<file path="src/rtl/ctrl_pkg.sv">
// ctrl_pkg: sequencer state encoding, RV32I base opcodes and opcode legality check.
package ctrl_pkg;
   typedef enum logic [2:0] {
      S_IDLE   = 3'd0,
      S_FETCH  = 3'd1,
      S_DECODE = 3'd2,
      S_EXEC   = 3'd3,
      S_MEM    = 3'd4,
      S_WB     = 3'd5,
      S_HALT   = 3'd6
   } seq_state_t;

   localparam logic [6:0] OP_RTYPE  = 7'b0110011;
   localparam logic [6:0] OP_ITYPE  = 7'b0010011;
   localparam logic [6:0] OP_LOAD   = 7'b0000011;
   localparam logic [6:0] OP_STORE  = 7'b0100011;
   localparam logic [6:0] OP_BRANCH = 7'b1100011;
   localparam logic [6:0] OP_JAL    = 7'b1101111;
   localparam logic [6:0] OP_JALR   = 7'b1100111;
   localparam logic [6:0] OP_LUI    = 7'b0110111;
   localparam logic [6:0] OP_AUIPC  = 7'b0010111;
   localparam logic [6:0] OP_SYSTEM = 7'b1110011;

   function automatic logic is_legal_op(input logic [6:0] o);
      return o inside {OP_RTYPE, OP_ITYPE, OP_LOAD, OP_STORE, OP_BRANCH,
                       OP_JAL, OP_JALR, OP_LUI, OP_AUIPC, OP_SYSTEM};
   endfunction
endpackage

</file>
<file path="src/rtl/perf_counters.sv">
// perf_counters: active-cycle and retired-instruction counters, wrapping.
module perf_counters #(
   parameter int DATA_WIDTH = 32
) (
   input  logic                  clk,
   input  logic                  rst,
   input  logic                  active,
   input  logic                  retire,
   output logic [DATA_WIDTH-1:0] cycle_cnt,
   output logic [DATA_WIDTH-1:0] instret
);
   always_ff @(posedge clk or posedge rst) begin
      if (rst) begin
         cycle_cnt <= '0;
         instret   <= '0;
      end else begin
         cycle_cnt <= cycle_cnt + DATA_WIDTH'(active);
         instret   <= instret + DATA_WIDTH'(retire);
      end
   end
endmodule

</file>
<file path="src/rtl/mc_sequencer.sv">
// mc_sequencer: multi-cycle fetch/decode/exec/mem/wb sequencer for the RV32I core.
// Define PERF_CNT_EN to add the cycle_cnt/instret performance counters.
module mc_sequencer
   import ctrl_pkg::*;
#(
   parameter int DATA_WIDTH = 32
) (
   input  logic       clk,
   input  logic       rst,
   input  logic       run,
   input  logic [6:0] op,
   input  logic       cu_regwrite,
   input  logic       cu_memwrite,
   input  logic       cu_resultsrc,
   input  logic       mem_ack,
   output logic       mem_req,
   output logic       mem_we,
   output logic       mem_isfetch,
   output logic       ir_we,
   output logic       pc_we,
   output logic       rf_we,
   output logic       halted,
   output logic [2:0] state
`ifdef PERF_CNT_EN
   ,
   output logic [DATA_WIDTH-1:0] cycle_cnt,
   output logic [DATA_WIDTH-1:0] instret
`endif
);
   seq_state_t cur;
   seq_state_t eoi;
   logic       is_mem;

   assign eoi    = run ? S_FETCH : S_IDLE;
   assign is_mem = (op == OP_LOAD) || (op == OP_STORE);

   always_ff @(posedge clk or posedge rst) begin
      if (rst) cur <= S_IDLE;
      else begin
         case (cur)
            S_IDLE:   if (run) cur <= S_FETCH;
            S_FETCH:  if (mem_ack) cur <= S_DECODE;
            S_DECODE: cur <= (op == OP_SYSTEM || !is_legal_op(op)) ? S_HALT : S_EXEC;
            S_EXEC:   cur <= is_mem ? S_MEM : cu_regwrite ? S_WB : eoi;
            S_MEM:    if (mem_ack) cur <= cu_resultsrc ? S_WB : eoi;
            S_WB:     cur <= eoi;
            default:  cur <= S_HALT;
         endcase
      end
   end

   // Strobes decode straight from state so reset kills an open request at once.
   assign state       = cur;
   assign mem_req     = (cur == S_FETCH) || (cur == S_MEM);
   assign mem_isfetch = cur == S_FETCH;
   assign mem_we      = (cur == S_MEM) && cu_memwrite;
   assign ir_we       = (cur == S_FETCH) && mem_ack;
   assign rf_we       = cur == S_WB;
   assign halted      = cur == S_HALT;
   assign pc_we       = ((cur == S_EXEC) && !is_mem && !cu_regwrite) ||
                        ((cur == S_MEM) && mem_ack && !cu_resultsrc) ||
                        (cur == S_WB);

`ifdef PERF_CNT_EN
   perf_counters #(.DATA_WIDTH(DATA_WIDTH)) u_perf (
      .clk       (clk),
      .rst       (rst),
      .active    ((cur != S_IDLE) && (cur != S_HALT)),
      .retire    (pc_we),
      .cycle_cnt (cycle_cnt),
      .instret   (instret)
   );
`endif
endmodule

</file>
<file path="config.mk">
export PLATFORM = sky130hd
export DESIGN_NAME = mc_sequencer
export DESIGN_NICKNAME = d
export VERILOG_FILES = /design/src/rtl/ctrl_pkg.sv /design/src/rtl/perf_counters.sv /design/src/rtl/mc_sequencer.sv
export SDC_FILE = /design/constraint.sdc
export NUM_CORES = 1
export LEC_CHECK = 0
export CAP_MARGIN = 20
export CORE_AREA = 8 8 45 47
export DETAILED_ROUTE_END_ITERATION = 7
export DIE_AREA = 0 0 53 55
export SETUP_SLACK_MARGIN = 0.2
export SYNTH_ARGS = -nofsm -noshare
export SYNTH_HDL_FRONTEND = slang
export SYNTH_SLANG_ARGS = --single-unit
export TNS_END_PERCENT = 30
</file>
<file path="constraint.sdc">
create_clock -name clk -period 3.2 [get_ports clk]
set_clock_uncertainty 0.05 [all_clocks]
set_input_delay 0.96 -clock clk [delete_from_list [all_inputs] [get_ports clk]]
set_output_delay 0.96 -clock clk [all_outputs]
set_load 0.01 [all_outputs]
</file>
==> results of run 1 <==
## metal layers
metal  share of wire  routed length [um]  track usage
met4           0.014                  16      0.06466
met3           0.099                 117      0.02406
met5               0                   0            0
met2            0.49                 581       0.1484
met1            0.39                 461      0.08219
## logic make-up after synthesis
family	Yosys count
buffers and inverters	6
flip-flops	3
AND/OR/NAND/NOR	21
AO/OA/AOI/OAI	13
## where the power goes
| part | total [mW] | leakage [nW] | switching [mW] | internal, mW |
|---|---|---|---|---|
| clock network | 0.0688 | 0.0150 | 0.0219 | 0.0469 |
| logic | 0.308 | 0.305 | 0.140 | 0.168 |
| registers | 0.0902 | 0.0368 | 0.0332 | 0.0570 |
## metrics by stage
step | TNS, ps | area (um^2)
6_report | 0 | 735.7
5_1_grt | 0 | 735.7
4_1_cts | 0 | 710.7
3_5_place_dp | -702.9 | 635.6
3_3_place_gp | -689.6 | 635.6
2_1_floorplan | 0 | 341.6
## final cells by class
type / count / area [um^2] / share of cell area
tap: 16 / 20.02 / 0.02721
multi-input combinational: 34 / 257.7 / 0.3503
sequential: 3 / 75.07 / 0.1020
clock buffer: 4 / 26.28 / 0.03571
inverter: 4 / 16.27 / 0.02211
timing repair buffer: 40 / 340.3 / 0.4626
## worst min-delay path: stages (launching register included)
cell and delay (ps):
dfrtp_1 330, buf_4 180, a31oi_1 100
## layout by cell type, fill, tap and decap left out, types with 2 or more instances in the layout
cell,count
clkdlybuf4s15_1,2
clkdlybuf4s50_1,11
nand2b_4,2
nor3_1,2
dfrtp_1,3
clkbuf_4,3
inv_1,3
nand2_1,3
buf_4,17
a21oi_1,3
o211ai_1,2
dlymetal6s2s_1,3
clkbuf_2,4
nor2b_1,2
nor2_1,3
## what timing repair did
action / 4_1_cts / 5_1_grt
buffers inserted: 8 / 1
hold buffers: 0 / 0
endpoints found under the setup margin: 3 / 4
pin swaps: 5 / 5
resized for setup: 15 / 18
## worst paths after layout
path / start / endpoint / cells past startpoint
max in group asynchronous: rst / state[1] / 2
min in group asynchronous: rst / state[0] / 2
worst max-delay path: op[2] / pc_we / 6
worst max register to register: state[2] / state[0] / 4
worst min register to register: state[1] / state[0] / 2
worst min-delay path: state[1] / state[0] / 2
==> impl_metrics.toml, run 1 <==
[clock_tree]
clockBufferDepth = 2
clockRootBuffer = "clkbuf_4"
insertion_delay_ps = 240
cts_tree = "done"
clk_pin_slew_worst_paths_ps = 40
numCtsBuffers = 3
cts_htree_levels = 1
cts.sinks = 3

[synthesis]
yosysMostFrequentCell = "nand2_1"
yosys_warnings = 0
synthArstFlopShare = 1.000
yosys-top-cells-area = "dfrtp_1, a2111oi_4, a21oi_1"
synth_top_area_share = 0.2198
synth_edf_count = 0
ys_types = 27
syn-instance-count = 43
synth_top_family_by_area = "simple AND/OR/NAND/NOR gates"
synth.area.mux_share = 0
netlist_area_um2 = 341.6
synth_top_area_cell = "dfrtp_1"
avgSynthCellArea_um2 = 7.944
synth_xor_area_frac = 0
synthSimpleGateAreaFrac = 0.3663
syn_nets = 57
synth-seq-cells = 3
synthTopCellsByCount = "nand2_1, a21oi_1, dfrtp_1, inv_1, nor2_1"
synth_flop_cell = "dfrtp_1"
yosysSeqAreaShare = 0.2198
synthAdderAreaFrac = 0
synth_compound_area_frac = 0.3187

[final_layout]
final_cells = 101
nNetsFinal = 100
diodes = 0
final_util = 0.5316
drive_above_1_share = 0.4000
fillers = 151
area_growth_pct = 115.4
largest_reg_flops = 3

[setup_path]
arrival_ps = 1970
slowest_delay_ps = 530
cp_max_fo = 2
crit_chain = "buf_6 -> or4_4 -> nor2_4 -> or4_1 -> o21ai_1 -> buf_2"
path_class = "input port to output port"
worst_path_max_delay_cell = "or4_4"
crit_buf_inv = 2
ff2ff_setup_slack_ps = 1790
start_kind = "input port"
crit_family = "simple AND/OR/NAND/NOR gates"
endpoint_kind = "output port"
crit_required_ps = 2190

[route]
via_per_inst = 4.554
drc_errors = 0
dr_total_vias = 460
routed_wl_um = 1177
drt_first_iter_violations = 7
first_pass_iters = 4
postRouteAntennaNets = 0
wire_per_inst_um = 11.65

[grt]
first_global_vias = 437
antenna_found_initial = 0
grt_max_degree = 12
overflow = 0
grt_first_pass_wirelength_um = 1773
grt_use_total = 0.08420

[worst_hold_path]
worstHoldPathType = "flop to flop"

[power]
p_per_area_nw_per_um2 = 635.3
leakage_nw = 0.3564
finalPower_uw = 467.4
peakVddDrop_uv = 227.3

[timing]
relSlewSlack = 0.7709
worst_pin_slew_ps = 340.6
finalSetupViolations = 0
fmax_mhz = 335.6
hold_slack_ps = 602.7
drv_slew = 0
rsz0062_at_grt = "true"
finalCritPeriodShare = 0.9312
min_period_ps = 2980
timing.final.ws_setup_ps = 220.2
hold_violations = 0

[floorplan]
io_pins = 24
die_w_um = 53
std_cell_rows = 14
die_height_um = 55
core-area_um2 = 1384
dieArea_um2 = 2915
floorplan.initialDensity = 0.2468

[placement]
io_buffers = 23
routabilityCongestion = 0.7020
dpl.hpwl_um = 880.2
pre_cts_ws_ps = -501.6
post-place-cells = 88

[run]
maxCapViolations = 0

[status]
status = "finished, final reports clean"
Note: power is estimated with default switching activity, not from simulation.
==> run 2: changes to the inputs <==
--- a/config.mk
+++ b/config.mk
@@ -6,9 +6,9 @@
 export NUM_CORES = 1
 export LEC_CHECK = 0
 export CAP_MARGIN = 20
-export CORE_AREA = 8 8 45 47
+export CORE_AREA = 2 2 39 41
 export DETAILED_ROUTE_END_ITERATION = 7
-export DIE_AREA = 0 0 53 55
+export DIE_AREA = 0 0 41 43
 export SETUP_SLACK_MARGIN = 0.2
 export SYNTH_ARGS = -nofsm -noshare
 export SYNTH_HDL_FRONTEND = slang
==> run 2 against run 1 <==
Worst setup slack lost 5.3 ps. Clock power fell by 0.6%. Wire length down 17%. Sequential power increased by 1%. Critical path type unchanged.
==> impl_metrics.toml, run 2 (synthesis results as in run 1) <==
[grt]
grt_max_degree = 12
overflow = 0
use_met2 = 0.2094
antenna_found_initial = 0
grt_use_met1 = 0.1346
first_global_vias = 385
grt_first_pass_wirelength_um = 1504
grt-busiest-layer = "met2"
grtUsageMet3 = 0.02094
grt_use_total = 0.1314

[status]
status = "finished, final reports clean"

[final_layout]
layout_common_cells = "clkdlybuf4s50_1, buf_4"
nNetsFinal = 94
diodes = 0
area_growth_pct = 103.7
largest_reg_flops = 3
final_util = 0.5027
drive_above_1_share = 0.3418

[setup_path]
slowest_delay_ps = 540
timing.rr.start = "state[2]"
r2r-end = "state[0]"
r2r_cells = 4
endpoint_kind = "output port"
path_class = "input port to output port"
setup.worst_path.start = "op[6]"
crit_required_ps = 2190
arrival_ps = 1980
crit_chain = "buf_6 -> or4_4 -> nor2_4 -> or4_1 -> o21ai_1 -> buf_2"
ff2ff_setup_slack_ps = 1770
start_kind = "input port"
worst_path_max_delay_cell = "or4_4"
endpoint = "pc_we"
cp_max_fo = 2

[timing]
hold_violations = 0
fmax_mhz = 335.0
hold_slack_ps = 611.0
worst_pin_slew_ps = 358.4
min_period_ps = 2985
drv_slew = 0
timing.final.ws_setup_ps = 214.8
rsz0062_at_grt = "true"
relSlewSlack = 0.7606
finalSetupViolations = 0
finalCritPeriodShare = 0.9329
tns_ps = 0

[power]
p_int_uw = 267.6
combPwrFrac = 0.653
leakage_nw = 0.3315
p_per_area_nw_per_um2 = 662.1
p_clk_frac = 0.149
peakVddDrop_uv = 198.3
swShare = 0.4189
power.share.sequential = 0.198
switching_power_uw = 193.0

[clock_tree]
postCtsHoldBufs = 0
cts_tree = "done"
cts.sinks = 3
insertion_delay_ps = 240
clockRootBuffer = "clkbuf_4"
clk_pin_slew_worst_paths_ps = 40
cts_htree_levels = 1
clockBufferDepth = 2
numCtsBuffers = 3

[worst_hold_path]
whs_path_depth = 1
worstHoldPathType = "flop to flop"
hp-start = "state[0]"

[floorplan]
die_w_um = 41
dieArea_um2 = 1763
die_height_um = 43
core-area_um2 = 1384
floorplan.initialDensity = 0.2468
std_cell_rows = 14
io_pins = 24

[route]
drc_errors = 0
postRouteAntennaNets = 0
first_pass_iters = 4
routed_wl_um = 973
wire_per_inst_um = 10.24
drt_first_iter_violations = 5
dr_total_vias = 447
via_per_inst = 4.705

[placement]
routabilityCongestion = 0.6505
pre_cts_ws_ps = -494.7
dpl.hpwl_um = 731.6
io_buffers = 23

[run]
maxCapViolations = 0
==> run 2: worst min-delay path by stage <==
stage                    end  slack [ps]
CTS                 state[2]         610
global placement    state[0]         610
detailed placement  state[0]         600
global route        state[0]         660
floorplan           state[2]         580
finish              state[2]         610
==> run 2: per-layer routing <==
metal	up-vias	wire length, um
met4	0	25
li1	228	-
met5	-	0
met2	20	487
met3	3	71
met1	196	389
==> run 2: metrics by stage <==
| step | cell area, um^2 | total power [mW] | instances |
|---|---|---|---|
| 2_1_floorplan | 341.6 | 0.2485 | 43 |
| 3_3_place_gp | 643.1 | 0.4007 | 89 |
| 3_5_place_dp | 643.1 | 0.4003 | 89 |
| 4_1_cts | 675.6 | 0.4598 | 94 |
| 5_1_grt | 695.7 | 0.5089 | 95 |
| 6_report | 695.7 | 0.4606 | 95 |
==> run 2: power by group through the flow <==
stage                     combinational [mW]  sequential (mW)  clock (mW)
after floorplan                        0.164           0.0845           0
after global placement                 0.309           0.0918           0
after detailed placement               0.309           0.0917           0
after CTS                              0.297           0.0911      0.0713
after global routing                   0.336           0.0966      0.0759
final                                  0.301           0.0913      0.0684
==> run 2: cell type report <==
type | instances | area (um^2)
well taps | 16 | 20.02
repair buffers | 34 | 300.3
flip-flops and latches | 3 | 75.07
fillers | 147 | 688.2
clock buffers | 4 | 26.28
multi-input cells | 34 | 257.7
inverters | 4 | 16.27
==> run 2: what timing repair did <==
| action | 4_1_cts | 5_1_grt |
|---|---|---|
| setup endpoints to repair | 3 | 2 |
| pin swaps | 5 | 6 |
| setup buffers | 1 | 1 |
| gates resized for setup | 17 | 15 |
==> run 2: worst max-delay path: cells and delay by family <==
kind	cells	cell delay, ps
simple gates	3	730
buf+inv	2	230
compound gates	1	50
==> run 3: changes to the inputs <==
--- a/config.mk
+++ b/config.mk
@@ -5,7 +5,6 @@
 export SDC_FILE = /design/constraint.sdc
 export NUM_CORES = 1
 export LEC_CHECK = 0
-export CAP_MARGIN = 20
 export CORE_AREA = 2 2 39 41
 export DETAILED_ROUTE_END_ITERATION = 7
 export DIE_AREA = 0 0 41 43
==> results of run 3 <==
Same layout as run 2: the final DEF is identical, and so are final timing and power.
